### src/rtl/truth_table_sequencer.sv
// Truth-table sequencer: sweeps abc_out through 0..7, dwells in DRIVE
// (timed or manually stepped), captures the evaluator result f_in in a
// one-cycle CAPTURE, and compares the collected table against EXPECTED.
`timescale 1ns/1ps

module truth_table_sequencer #(
  parameter int unsigned TICKS    = 50000000,
  parameter logic [7:0]  EXPECTED = 8'b11100110
) (
  input  logic       clk_2,
  input  logic       reset,
  input  logic       start,
  input  logic       step_mode,
  input  logic       step,
  input  logic       f_in,
  output logic [2:0] abc_out,
  output logic [7:0] seg,
  output logic [7:0] table_out,
  output logic       busy,
  output logic       done,
  output logic       match
);

  typedef enum logic [1:0] {
    IDLE    = 2'd0,
    DRIVE   = 2'd1,
    CAPTURE = 2'd2,
    DONE    = 2'd3
  } state_t;

  localparam logic [7:0]  SEG_VAZIO = 8'h00;
  localparam logic [7:0]  SEG_ZERO  = 8'h3f;
  localparam logic [7:0]  SEG_UM    = 8'h06;
  localparam logic [31:0] TICK_LAST = 32'(TICKS - 1);

  state_t      state;
  logic [2:0]  idx;
  logic [31:0] tick;
  logic [7:0]  table_next;
  logic        table_ok;

  // Table as it will look after the current capture; lets DONE's match
  // and seg be registered on the same edge that stores the last bit.
  always_comb begin
    table_next      = table_out;
    table_next[idx] = f_in;
    table_ok        = (table_next == EXPECTED);
  end

  // Sequencer state, counters and all registered outputs.
  always_ff @(posedge clk_2) begin
    if (reset) begin
      state     <= IDLE;
      idx       <= '0;
      tick      <= '0;
      abc_out   <= '0;
      seg       <= SEG_VAZIO;
      table_out <= '0;
      busy      <= 1'b0;
      done      <= 1'b0;
      match     <= 1'b0;
    end else begin
      case (state)
        IDLE, DONE: begin
          if (start) begin
            state     <= DRIVE;
            idx       <= '0;
            tick      <= '0;
            abc_out   <= '0;
            seg       <= SEG_VAZIO;
            table_out <= '0;
            busy      <= 1'b1;
            done      <= 1'b0;
            match     <= 1'b0;
          end
        end

        DRIVE: begin
          if (step_mode) begin
            if (step) begin
              state <= CAPTURE;
            end
          end else if (tick == TICK_LAST) begin
            state <= CAPTURE;
          end else begin
            tick <= tick + 32'd1;
          end
        end

        CAPTURE: begin
          table_out <= table_next;
          if (idx == 3'd7) begin
            state <= DONE;
            busy  <= 1'b0;
            done  <= 1'b1;
            match <= table_ok;
            seg   <= table_ok ? SEG_UM : SEG_ZERO;
          end else begin
            state   <= DRIVE;
            idx     <= idx + 3'd1;
            abc_out <= idx + 3'd1;
            tick    <= '0;
            seg     <= f_in ? SEG_UM : SEG_ZERO;
          end
        end

        default: begin
          state <= IDLE;
        end
      endcase
    end
  end

endmodule

### config.mk
export PLATFORM = sky130hd
export DESIGN_NAME = truth_table_sequencer
export DESIGN_NICKNAME = d
export VERILOG_FILES = /design/src/rtl/truth_table_sequencer.sv
export SDC_FILE = /design/constraint.sdc
export NUM_CORES = 1
export LEC_CHECK = 0
export ABC_AREA = 1
export CELL_PAD_IN_SITES_DETAIL_PLACEMENT = 1
export CELL_PAD_IN_SITES_GLOBAL_PLACEMENT = 1
export CORE_AREA = 5 5 124 79
export CTS_CLUSTER_DIAMETER = 30
export CTS_CLUSTER_SIZE = 30
export DETAILED_ROUTE_END_ITERATION = 16
export DIE_AREA = 0 0 129 84
export GPL_ROUTABILITY_DRIVEN = 0
export PLACE_DENSITY_LB_ADDON = 0.1
export SLEW_MARGIN = 0
export SYNTH_ARGS = -nofsm -noshare
export SYNTH_HDL_FRONTEND = slang
export SYNTH_SLANG_ARGS = --single-unit
### constraint.sdc
create_clock -name clk_2 -period 2.6 [get_ports clk_2]
set_input_delay 0.26 -clock clk_2 [delete_from_list [all_inputs] [get_ports clk_2]]
set_output_delay 0.26 -clock clk_2 [all_outputs]
set_load 0.01 [all_outputs]
# After elaboration in Yosys (flattened, before gate mapping)
# Cells that the tools add are included.
[word_totals]
register_bits = 56
latch_bits = 0
ramBits = 0
romBits = 0
input_bits = 6
memories = 0
[classes]
addsub = 2
multipliers = 0
div_mod_pow = 0
order_cmp = 2
n_eq_ne = 13
shifts = 0
n_mux = 31
n_bitwise = 0
reduce_logical = 9
[op_table]
columns = ["op", "n"]
rows = [
  ["2-to-1 mux 32 bit", 4],
  ["one-hot mux 32 bit (3 select lines)", 1],
  ["adder 32 x 1 -> 32 bit (second input constant)", 1],
  ["equality test 32 x 26 -> 1 bit (second input constant)", 1],
  ["one-hot mux 8 bit (2 select lines)", 2],
  ["2-to-1 mux 6 bit", 3],
  ["2-to-1 mux 2 bit", 5],
  ["!= test 2 bit (second input constant)", 5],
  ["AND reduction 3 bit", 3],
  ["bitwise mux 8 bit", 1],
  ["equality test 8 bit (second input constant)", 1],
  ["2-to-1 mux 8 bit", 1],
  ["2-to-1 mux 1 bit", 6],
  ["2-to-1 mux 3 bit", 2],
  ["!= test 3 bit (second input constant)", 2],
  ["one-hot mux 1 bit (2 select lines)", 3],
  ["one-hot mux 2 bit (3 select lines)", 1],
  ["one-hot mux 3 bit (2 select lines)", 1],
  ["equality test 2 bit (second input constant)", 2],
  ["< comparator 3 x 4 -> 1 bit (second input constant)", 1],
  ["AND reduction 4 bit", 1],
  ["adder 3 x 1 -> 3 bit (second input constant)", 1],
  ["demux 1 bit (select 3 bit)", 1],
  ["equality test 3 bit (second input constant)", 1],
  ["7 further kinds", 7],
]

# Logic depth before layout (Yosys ltp)
# Gate-level depths: netlist (run 1).
[depth]
ltp_word = 9
depth_mapped = 12

# Worst setup path after synthesis (run 1)
# OpenSTA, ideal clock, no wires.
[synth_path]
path_kind = "register to register"
start = "register idx[0]"
end = "register tick[10]"
arrival_time_ns = 1.743
setup_slack_ns = 0.792
path_stages_with_launch = 11
path_buffers = 1
synth_period_minus_slack_ns = 1.808
cell_sequence = "dfxtp_1 > ha_1 > ha_1 > nand2_1 > inv_1 > nor2_1 > clkbuf_1 > nand4_1 > nand2_1 > inv_1 > nor2_1"
[synth_between]
elab_chain_len = 3
[synth_lines]
columns = ["element", "line_no", "source"]
rows = [
  ["from (decl)", "37", "logic [2:0] idx;"],
  ["from (signal assigned)", "100", "idx <= idx + 3'd1;"],
  ["equality test 3 bit", "92", "if (idx == 3'd7) begin"],
  ["!= test 2 bit (no source line)", "n/a", ""],
  ["AND reduction 4 bit (no source line)", "n/a", ""],
  ["to (signal assigned)", "86", "tick <= tick + 32'd1;"],
  ["to (decl)", "38", "logic [31:0] tick;"],
]
# Every way passes these cells.
# A chain may end at the register's enable or synchronous reset.

# Worst setup path in the final report (run 1)
[layout_path]
start = "register state[0]"
end = "register idx[2]"
[layout_between]
elab_chain_len = 4
[layout_lines]
columns = ["element", "line_no", "source"]
rows = [
  ["from (decl)", "36", "state_t state;"],
  ["from (signal assigned)", "53", "state <= IDLE;"],
  ["from (signal assigned)", "66", "state <= DRIVE;"],
  ["from (signal assigned)", "81", "state <= CAPTURE;"],
  ["equality test 2 bit / logical NOT 2 bit (equally long branches)", "63", "case (state)"],
  ["OR reduction 2 bit", "63", ""],
  ["!= test 2 bit (no source line) / nonzero test 2 bit (equally long branches)", "n/a", ""],
  ["AND reduction 3 bit (no source line)", "n/a", ""],
]
# Several ways; a longest one is shown, not always the timed one.

==> impl_metrics.xml, run 1 <==
<?xml version="1.0" encoding="UTF-8"?>
<metrics>
  <group name="synth">
    <metric name="synth.yosys.warnings" unit="">0</metric>
    <metric name="ys_ff_latch" unit="">50</metric>
    <metric name="number_of_synthesized_flops_with_an_enable_pin" unit="">0</metric>
    <metric name="synth.avg_cell_area" unit="um2">5.97</metric>
    <metric name="synth_area" unit="um2">3330</metric>
    <metric name="synth.mux.area_fraction" unit="">0</metric>
    <metric name="synth_compound_gate_area_share" unit="">0.131</metric>
    <metric name="largest_family_of_logic_cells_by_synthesized_area" unit="">simple AND/OR/NAND/NOR gates</metric>
    <metric name="ys_dominant_reg_cell" unit="">dfxtp_1</metric>
    <metric name="synth_simple_gate_area_share" unit="">0.404</metric>
    <metric name="ys_types" unit="">30</metric>
    <metric name="synth.yosys.seq_area_share" unit="">0.300</metric>
    <metric name="synth_fa_ha_area_frac" unit="">0.0225</metric>
    <metric name="netlist.area_leader.share" unit="">0.300</metric>
    <metric name="netlist_instances" unit="">558</metric>
    <metric name="synthXorXnorAreaFrac" unit="">0.00788</metric>
    <metric name="synth.top_cells.by_area" unit="">dfxtp_1 (30%), nand2_1 (18%), nor2_1 (10%)</metric>
    <metric name="largest_area_contributor_in_the_netlist" unit="">dfxtp_1</metric>
    <metric name="asyncSetResetFlopFracSynth" unit="">0</metric>
  </group>
  <group name="floorplanning">
    <metric name="floorplan.initialDensity" unit="">0.382</metric>
    <metric name="die_height" unit="um">84</metric>
    <metric name="die_w" unit="um">129</metric>
    <metric name="design.core.area" unit="um2">8720</metric>
    <metric name="top_level_ports" unit="">28</metric>
    <metric name="floorplan.die_area" unit="um2">10800</metric>
    <metric name="placement_rows" unit="">27</metric>
  </group>
  <group name="power_and_ir_drop">
    <metric name="total_power" unit="uW">2210</metric>
    <metric name="power_switching_share" unit="">0.340</metric>
    <metric name="p_per_area" unit="nW/um2">575</metric>
    <metric name="max-vdd-ir-drop" unit="V">0.000241</metric>
    <metric name="power_switching" unit="uW">750</metric>
    <metric name="p_int" unit="uW">1460</metric>
    <metric name="power_frac_seq" unit="">0.384</metric>
    <metric name="comb_power_share" unit="">0.264</metric>
    <metric name="power.clock.fraction" unit="">0.352</metric>
    <metric name="cellLeakagePower" unit="uW">0.00144</metric>
  </group>
  <group name="drt">
    <metric name="routed-via-count" unit="">3488</metric>
    <metric name="dr.first_iter.drc_count" unit="">175</metric>
    <metric name="drt-vias-per-instance" unit="">5.02</metric>
    <metric name="wire_per_inst" unit="um">15.1</metric>
    <metric name="antenna_left" unit="">0</metric>
    <metric name="drcViolationCount" unit="">0</metric>
    <metric name="drt_first_pass_iters" unit="">4</metric>
    <metric name="routed_wirelength" unit="mm">10.5</metric>
  </group>
  <group name="timing">
    <metric name="grt_setup_unrepaired" unit="">no</metric>
    <metric name="slew-limit-headroom" unit="">0.612</metric>
    <metric name="finalMaxSlewViolations" unit="">0</metric>
    <metric name="finalClockSkew" unit="ns">0.00696</metric>
    <metric name="worst_slew_pin_slew" unit="ns">0.578</metric>
    <metric name="setup_viol_count_final" unit="">0</metric>
    <metric name="min_period" unit="ns">2.40</metric>
    <metric name="setup_total_negative_slack" unit="ns">0</metric>
    <metric name="achievable-frequency" unit="MHz">416</metric>
    <metric name="final-hold-violation-count" unit="">0</metric>
    <metric name="final_min_period_over_clock_period" unit="">0.924</metric>
  </group>
  <group name="worst_setup_path">
    <metric name="worst_path_dominant_cell_family" unit="">simple AND/OR/NAND/NOR gates</metric>
    <metric name="kind_of_critical_path" unit="">reg -&gt; reg</metric>
    <metric name="path_common_cell" unit="">inv_1</metric>
    <metric name="critical-path-slowest-cell" unit="">dfxtp_1</metric>
    <metric name="critPathCaptureType" unit="">register</metric>
    <metric name="worst-path-stages" unit="">12</metric>
    <metric name="worstSetupStartpointType" unit="">register</metric>
    <metric name="worst_r2r_path_depth" unit="">12</metric>
    <metric name="crit_path_max_incr_delay" unit="ns">0.36</metric>
    <metric name="path_buf_inv" unit="">5</metric>
    <metric name="cell_breakdown_of_the_critical_path" unit="">inv_1, ha_1, inv_1, nor2_1, nor2_1, inv_1, nand2_2, inv_1, nor2_1, inv_1, nand2_1, a21oi_1</metric>
    <metric name="timing.critical_path.required" unit="ns">2.84</metric>
    <metric name="critical_path_arrival" unit="ns">2.64</metric>
    <metric name="crit_fanout" unit="">8</metric>
  </group>
  <group name="global_routing">
    <metric name="grt_use_total" unit="">0.201</metric>
    <metric name="number_of_global_route_vias_before_repair" unit="">3411</metric>
    <metric name="overflow" unit="">0</metric>
    <metric name="global_route_wire_length_before_repair" unit="mm">17.5</metric>
    <metric name="antenna_found_initial" unit="">0</metric>
    <metric name="grt_start_max_net_pins" unit="">40</metric>
  </group>
  <group name="status">
    <metric name="status" unit="">completed</metric>
  </group>
  <group name="cts">
    <metric name="clkLatencyLatePin" unit="ns">0.30</metric>
    <metric name="max-clock-path-buffers" unit="">2</metric>
    <metric name="clk_pin_slew" unit="ns">0.07</metric>
    <metric name="cts_tree" unit="">built</metric>
    <metric name="cts-htree-levels" unit="">2</metric>
    <metric name="cts.repair_timing.setup_buffer_count" unit="">0</metric>
    <metric name="cts_inserted_buffers" unit="">5</metric>
    <metric name="ctsRootBufferMaster" unit="">clkbuf_16</metric>
    <metric name="clkSinkCount" unit="">50</metric>
  </group>
  <group name="placed_design">
    <metric name="place.detailed.instances" unit="">687</metric>
    <metric name="dp_hpwl" unit="mm">7.97</metric>
    <metric name="placement.io_buffers" unit="">25</metric>
    <metric name="post_dp_cell_area" unit="um2">3670</metric>
  </group>
  <group name="layout">
    <metric name="finalNetCount" unit="">590</metric>
    <metric name="stdcell_count" unit="">695</metric>
    <metric name="area_growth_from_synthesis_to_layout" unit="%">15.2</metric>
    <metric name="drive_above_1_share" unit="">0.0518</metric>
    <metric name="post-route-cell-area" unit="um2">3840</metric>
    <metric name="antenna-diode-count" unit="">0</metric>
  </group>
  <group name="hold_path">
    <metric name="min_path_type" unit="">reg -&gt; reg</metric>
    <metric name="min_path_cells" unit="">2</metric>
  </group>
  <group name="job">
    <metric name="cap_viol_max_count" unit="">0</metric>
  </group>
</metrics>
==> layer usage <==
layer / GRT usage / wire length [um] / vias to the layer above
met5: 0 / 0 / -
met2: 0.282 / 4210 / 55
met1: 0.315 / 5860 / 1640
met4: 0.0429 / 87 / 0
li1: - / - / 1783
met3: 0.0339 / 343 / 10
==> registers in the layout, summed over array words and instances, names as in the netlist <==
signal and count:
state 2, idx 3, tick 32, busy 1
table_out 8, match 1, done 1, seg 2
==> synth_stat cells (all sizes together), types with 8 or more instances <==
cell type,n
nor2,102
nand4,16
inv,82
buf,13
nand3,28
dfxtp,50
o21ai,30
o21bai,13
a21oi,29
clkbuf,8
nand2,159
==> power by group through the flow <==
stage               clock [uW]  combinational (uW)  sequential (uW)
CTS                        791                 583              849
global route               829                 657              856
finish                     778                 582              849
detailed placement           0                 579              866
global placement             0                 557              863
floorplan                    0                 419              857
==> worst register-to-register path, stage by stage, from the launching register on <==
cell	delay (ns)
dfxtp_1	0.36
inv_1	0.07
ha_1	0.34
inv_1	0.05
nor2_1	0.24
nor2_1	0.17
inv_1	0.31
nand2_2	0.23
inv_1	0.22
nor2_1	0.10
inv_1	0.08
nand2_1	0.05
a21oi_1	0.13
==> final timing paths <==
kind             from  endpoint  slack, ns
max          state[0]    idx[2]       0.20
min             match     match       0.47
max reg2reg  state[0]    idx[2]       0.20
min reg2reg     match     match       0.47
==> repair_timing <==
item / in CTS / in global routing
endpoints found under the setup margin: 0 / 5
gates resized for setup: 0 / 1
hold buffers: 0 / 0
==> logic make-up (layout without fill, tap and decap cells) <==
logic type                 after synthesis  count (layout)
DFF                                     50              50
xor gates and xnor gates                 3               3
adders and majority gates                6               6
and+or+nand+nor                        316             316
buffers and inverters                  103             123
AOI/OAI and AO/OA                       79              79
other                                    1               2
==> stage by stage <==
stage / hold WS (ns) / utilization / setup WS, ns
CTS: 0.471 / 0.440 / 0.119
floorplan: 0.449 / - / 0.792
global route: 0.491 / 0.440 / 0.000570
finish: 0.471 / 0.440 / 0.198
global placement: 0.455 / 0.421 / 0.134
detailed placement: 0.461 / 0.421 / 0.133
==> placed cells by master (no fill, tap or decap) <==
cell type        netlist  final
buf_4                  7      7
o22ai_1                5      5
and2_1                 4      4
conb_1                 1      2
nor2_4                 2      2
and3_1                 1      1
clkinvlp_4             0      1
inv_2                  1      1
o21ai_0               23     23
bufinv_16              0      1
clkbuf_16              0      5
a21oi_1               29     29
clkbuf_1               8      1
o21bai_1              13     13
nor2_1                93     93
nand4_1               16     16
a31oi_1                1      1
ha_1                   6      6
nor2_2                 7      7
nand2_2                1      2
o21ai_1                7      7
nor3_2                 1      1
buf_12                 0      1
xor2_1                 2      2
dfxtp_1               50     50
nand2_1              158    157
nand3_4                2      2
clkdlybuf4s50_1        0     25
nand3_1               26     26
xnor2_1                1      1
inv_1                 81     81
nor3_1                 5      5
a211oi_1               1      1
==> final cells by class <==
cell class | count | area, um2
multi-input combinational | 406 | 1900
tap | 116 | 145
fill | 1209 | 4880
clock inverter | 2 | 37.5
sequential | 50 | 1000
timing repair buffer | 33 | 323
inverter | 82 | 308
clock buffer | 6 | 129
Note: power is estimated with default switching activity, not from simulation.
==> run 2: changes to the inputs <==
--- a/config.mk
+++ b/config.mk
@@ -6,6 +6,7 @@
 export NUM_CORES = 1
 export LEC_CHECK = 0
 export ABC_AREA = 1
+export ABC_CLOCK_PERIOD_IN_PS = 2600
 export CELL_PAD_IN_SITES_DETAIL_PLACEMENT = 1
 export CELL_PAD_IN_SITES_GLOBAL_PLACEMENT = 1
 export CORE_AREA = 5 5 124 79
==> results of run 2 <==
Same layout as run 1: the final DEF is identical, and so are final timing and power.
